### config.mk
export PLATFORM = sky130hd
export DESIGN_NAME = counter_sweep_ctrl
export DESIGN_NICKNAME = d
export VERILOG_FILES = /design/src/rtl/counter_sweep_ctrl.sv
export SDC_FILE = /design/constraint.sdc
export NUM_CORES = 1
export LEC_CHECK = 0
export BUFFER_PORTS_ARGS = -buffer_cell sky130_fd_sc_hd__buf_2
export CAP_MARGIN = 20
export CORE_AREA = 2 2 88 90
export CTS_CLUSTER_SIZE = 40
export DETAILED_ROUTE_END_ITERATION = 6
export DIE_AREA = 0 0 90 92
export PLACE_DENSITY = 0.8
export RECOVER_POWER = 50
export SLEW_MARGIN = 20
export SYNTH_ARGS = -nofsm -noshare
export SYNTH_HDL_FRONTEND = slang
export SYNTH_SLANG_ARGS = --single-unit
export TNS_END_PERCENT = 20
### constraint.sdc
create_clock -name clk -period 8 [get_ports clk]
set_input_delay 2 -clock clk [delete_from_list [all_inputs] [get_ports clk]]
set_output_delay 2 -clock clk [all_outputs]
set_load 0.1 [all_outputs]
### src/rtl/counter_sweep_ctrl.sv
// Triangle-sweep sequencer for counter_updown_10bit: load the floor, count up to
// the ceiling, back down to the floor, repeated for a programmed number of round trips.
module counter_sweep_ctrl #(
  parameter int unsigned WIDTH = 10,
  parameter int unsigned PRE_W = 8
) (
  input  logic             clk,
  input  logic             rst_n,
  input  logic             start,
  input  logic             abort,
  input  logic [WIDTH-1:0] low_limit,
  input  logic [WIDTH-1:0] high_limit,
  input  logic [PRE_W-1:0] prescale,
  input  logic [PRE_W-1:0] sweeps,
  input  logic [WIDTH-1:0] q_in,
  input  logic             overflow_in,
  output logic             cnt_ce,
  output logic             cnt_en,
  output logic             cnt_load,
  output logic             cnt_updown,
  output logic [WIDTH-1:0] cnt_value,
  output logic             busy,
  output logic             done,
  output logic             err,
  output logic [PRE_W-1:0] sweep_count
);

  typedef enum logic [2:0] {
    S_IDLE,
    S_LOAD,
    S_UP,
    S_DOWN,
    S_DONE
  } state_e;

  state_e           state_q;
  logic [WIDTH-1:0] low_q;
  logic [WIDTH-1:0] high_q;
  logic [PRE_W-1:0] pscl_q;
  logic [PRE_W-1:0] sweeps_q;
  logic [PRE_W-1:0] pre_q;
  logic [PRE_W-1:0] sc_q;
  logic             err_q;

  logic             tick;
  logic             at_high;
  logic             at_low;
  logic [PRE_W-1:0] sc_d;
  logic             last_tick;
  logic             count_req;
  logic             wrap;
  logic             cfg_ok;
  logic [PRE_W-1:0] pre_d;

  always_comb begin
    tick      = ((state_q == S_UP) || (state_q == S_DOWN)) && (pre_q == pscl_q);
    at_high   = (q_in == high_q);
    at_low    = (q_in == low_q);
    sc_d      = sc_q + 1'b1;
    last_tick = (state_q == S_DOWN) && tick && at_low && (sc_d == sweeps_q);
    count_req = tick && !last_tick;
    wrap      = count_req && overflow_in;
    cfg_ok    = (low_limit < high_limit) && (sweeps != '0);
    pre_d     = tick ? '0 : pre_q + 1'b1;
  end

  // Direction depends only on state, tick and q_in so the counter's overflow
  // never feeds back into its own up/down select.
  always_comb begin
    cnt_updown = 1'b0;
    if (!abort) begin
      unique case (state_q)
        S_UP:    cnt_updown = tick && at_high;
        S_DOWN:  cnt_updown = !(tick && at_low);
        default: cnt_updown = 1'b0;
      endcase
    end
  end

  always_comb begin
    cnt_load  = (state_q == S_LOAD) && !abort;
    cnt_en    = count_req && !overflow_in && !abort;
    cnt_ce    = cnt_load || cnt_en;
    cnt_value = low_q;
    busy      = (state_q == S_LOAD) || (state_q == S_UP) || (state_q == S_DOWN);
    done      = (state_q == S_DONE);
    err       = err_q;
    sweep_count = sc_q;
  end

  always_ff @(posedge clk or negedge rst_n) begin
    if (!rst_n) begin
      state_q  <= S_IDLE;
      low_q    <= '0;
      high_q   <= '0;
      pscl_q   <= '0;
      sweeps_q <= '0;
      pre_q    <= '0;
      sc_q     <= '0;
      err_q    <= 1'b0;
    end else begin
      err_q <= 1'b0;
      if (abort) begin
        state_q <= S_IDLE;
      end else begin
        unique case (state_q)
          S_IDLE: begin
            if (start) begin
              if (cfg_ok) begin
                low_q    <= low_limit;
                high_q   <= high_limit;
                pscl_q   <= prescale;
                sweeps_q <= sweeps;
                sc_q     <= '0;
                state_q  <= S_LOAD;
              end else begin
                err_q <= 1'b1;
              end
            end
          end
          S_LOAD: begin
            pre_q   <= '0;
            state_q <= S_UP;
          end
          S_UP: begin
            pre_q <= pre_d;
            if (wrap) begin
              err_q   <= 1'b1;
              state_q <= S_IDLE;
            end else if (tick && at_high) begin
              state_q <= S_DOWN;
            end
          end
          S_DOWN: begin
            pre_q <= pre_d;
            if (wrap) begin
              err_q   <= 1'b1;
              state_q <= S_IDLE;
            end else if (tick && at_low) begin
              sc_q    <= sc_d;
              state_q <= last_tick ? S_DONE : S_UP;
            end
          end
          S_DONE: state_q <= S_IDLE;
          default: state_q <= S_IDLE;
        endcase
      end
    end
  end

endmodule
==> results_dict.tcl <==
set metrics [dict create \
    cts_buffers 5 \
    ir_drop_mv 0.2101 \
    hold_end "pscl_q[1]" \
    drive_above_1_share_pct 32.23 \
    crit_path_max_fanout 4 \
    totalPowerFinal_uw 990.5 \
    finalSetupViolCount 0 \
    post_cts_resized 0 \
    synth_ff_type "dfrtp_1" \
    ys_top_cells_by_area "dfrtp_1, mux2_2, xor2_1" \
    tightest_slew_ns 3.016 \
    yosysTopAreaCellShare_pct 42.55 \
    cts_buffer_depth 2 \
    initial_utilization_pct 44.22 \
    gp_congestion 0.8815 \
    status "finished, violations left" \
    drt_iter0_markers 271 \
    grt_pass1_vias 2548 \
    htreeDepth 2 \
    drt-total-wl_um 7417 \
    drv_cap 1 \
    max_slew_margin_pct -101.1 \
    clk_pin_slew_worst_paths_ns 0.11 \
    yosys_warnings 0 \
    hp-class "reg -> reg" \
    grt_max_degree 57 \
    utilization_pct 52.15 \
    avgSynthCellArea_um2 10.42 \
    fp.dieW_um 90 \
    synth_mux_area_share_pct 13.53 \
    numPortBuffers 75 \
    ys_types 48 \
    violations "capacitance limit, slew limit" \
    min_delay_path_depth 1 \
    critPathRequiredTime_ns 6.00 \
    crit_chain "buf_2 -> xor2_1 -> nor4_4 -> nand4_2 -> or3_4 -> or3_1 -> nand2_1 -> o21bai_1 -> buf_2" \
    synth_edf_count 0 \
    synth_compound_area_share_pct 9.764 \
    synth-simple-area-share_pct 16.79 \
    vias 2659 \
    yosysTopAreaCell "dfrtp_1" \
    slowest_stage "or3_4" \
    postSynth.asyncResetShare_pct 100.0 \
    timing.final.crit_share_pct 75.88 \
    hold_violations 0 \
    ios 76 \
    dp_hpwl_um 5746 \
    rr_worst_depth 7 \
    crit_top_cell "buf_2" \
    ys_ff_latch 56 \
    netlist_area_mm2 0.003293 \
    holdWs_ns 0.5403 \
    worstSetupPathType "in -> out" \
    finalCriticalPeriod_ns 6.070 \
    die_h_um 92 \
    min_from "pscl_q[1]" \
    rsz0062_at_grt "false" \
    row_count 32 \
    coreArea_mm2 0.007447 \
    area_delta_synth_final_pct 17.93 \
    final.setup.tns_ns 0 \
    track_usage_pct 18.38 \
    cp-end-kind "output port" \
    ys_seq_area_share_pct 42.55 \
    pre_cts_ws_ns 1.932 \
    fin_nets 455 \
    crit_path_start_kind "input port" \
    powerDensity_mw_per_mm2 255.0 \
    insertion_delay_ns 0.31 \
    antenna_found_initial 0 \
    power_leakage_uw 0.001817 \
    synthAdderAreaFrac_pct 4.179 \
    syn_inst 316 \
    remaining_drc_errors 0 \
    die-area_mm2 0.008280 \
    maxSlewViolCount 57 \
    path_delay_family "simple AND/OR/NAND/NOR gates" \
    synth_xor_area_share_pct 10.11 \
    cts_root_buffer "clkbuf_8" \
    syn_nets 378 \
    crit_path_max_incr_delay_ns 0.44 \
    worst_slack_ns 1.930 \
    grt_pass1_wl_um 12460 \
    via_per_inst 5.361 \
    clock.fmax_mhz 164.7 \
    grt_remaining_overflow 0 \
    path_buf_inv 2 \
    cts_setup_buffers 0 \
    worst_r2r_startpoint "pre_q[5]" \
    numClockSinks 56 \
    synth_top_family_by_area "simple AND/OR/NAND/NOR gates" \
    r2r_slack_ns 5.25 \
    tritoncts "built" \
    hold_buffers 0 \
    first_pass_iters 5 \
    diodes 0 \
    antenna_left 0 \
    arrival_ns 4.07 \
    reg2reg_to "sweep_count[2]" \
    clock_skew_ns 0.01244 \
    post_drt_wl_per_cell_um 14.95 \
]
[per-stage QoR]
step                      instance area [µm²]  std cells
after global routing                     3884        496
after detailed placement                 3796        488
final                                    3884        496
after floorplan                          3299        316
after CTS                                3894        496
after global placement                   3796        488
[metal layers]
metal  global-route usage (%)  vias up  wire length [µm]
met2                    30.76       86              3624
met5                        0        -                 0
met3                    4.026        4               425
li1                         -     1285                 -
met4                    3.205        0                43
met1                    24.93     1284              3323
[cells by family after synthesis]
kind of cell | after synthesis
and+or+nand+nor | 100
AOI/OAI and AO/OA | 46
xor gates and xnor gates | 38
buffers and inverters | 25
DFF | 56
adders and majority gates | 11
muxes | 40
[cell type report]
type	count	area, µm²
Fill cell	714	3563
Multi-Input combinational cell	235	1809
Sequential cell	56	1401
Timing Repair Buffer	77	380.4
Tap cell	102	127.6
Clock buffer	6	82.58
Inverter	18	67.56
Clock inverter	2	15.01
[sequential cells by signal, summed over array words and instances (netlist names)]
| name | flops |
|---|---|
| pscl_q | 8 |
| high_q | 10 |
| sweeps_q | 8 |
| sweep_count | 8 |
| state_q | 3 |
| pre_q | 8 |
| cnt_value | 10 |
| err | 1 |
[synth_stat cells (2+ instances only)]
| master | count |
|---|---|
| or3_1 | 4 |
| clkbuf_1 | 3 |
| nor4_1 | 8 |
| dfrtp_1 | 56 |
| nor2_1 | 15 |
| buf_2 | 3 |
| ha_1 | 11 |
| xnor2_1 | 10 |
| nor4_2 | 2 |
| nand3_1 | 16 |
| a211oi_1 | 3 |
| mux2_2 | 36 |
| and3_1 | 8 |
| or4_1 | 4 |
| o21ai_0 | 13 |
| mux2i_1 | 4 |
| a21oi_1 | 8 |
| inv_1 | 18 |
| a22o_1 | 2 |
| xor2_1 | 28 |
| nand2_1 | 21 |
| a31oi_1 | 3 |
| nand2b_1 | 3 |
| nor3_1 | 7 |
| nand4_1 | 2 |
| o21ai_1 | 3 |
| o211ai_1 | 3 |
| nor2b_1 | 2 |
[how the worst max path moves through the flow]
stage	slack [ns]	startpoint	end	cells after the start
3_5_place_dp	1.93	q_in[5]	cnt_ce	9
6_report	1.93	q_in[7]	cnt_ce	9
5_1_grt	1.82	q_in[5]	cnt_ce	9
2_1_floorplan	1.27	abort	cnt_ce	2
4_1_cts	1.93	q_in[5]	cnt_ce	9
3_3_place_gp	1.99	q_in[0]	cnt_ce	9
[cell usage in the layout (no fill, tap or decap), types with 7 or more instances in the layout]
cell type / instances
a21oi_1: 8
and3_1: 8
buf_2: 70
dfrtp_1: 56
ha_1: 11
inv_1: 18
mux2_2: 36
nand2_1: 21
nand3_1: 16
nor2_1: 15
nor3_1: 7
nor4_1: 7
o21ai_0: 13
xnor2_1: 10
xor2_1: 28
[report_power, final]
| part | total (µW) | switching, µW | internal (µW) | leakage (µW) |
|---|---|---|---|---|
| sequential | 421 | 66.5 | 354 | 0.000701 |
| clock | 165 | 95.0 | 70.4 | 0.0000434 |
| combinational | 404 | 270 | 134 | 0.00107 |
| total | 991 | 432 | 559 | 0.00182 |
No activity file was read; power rests on OpenSTA's default activity.
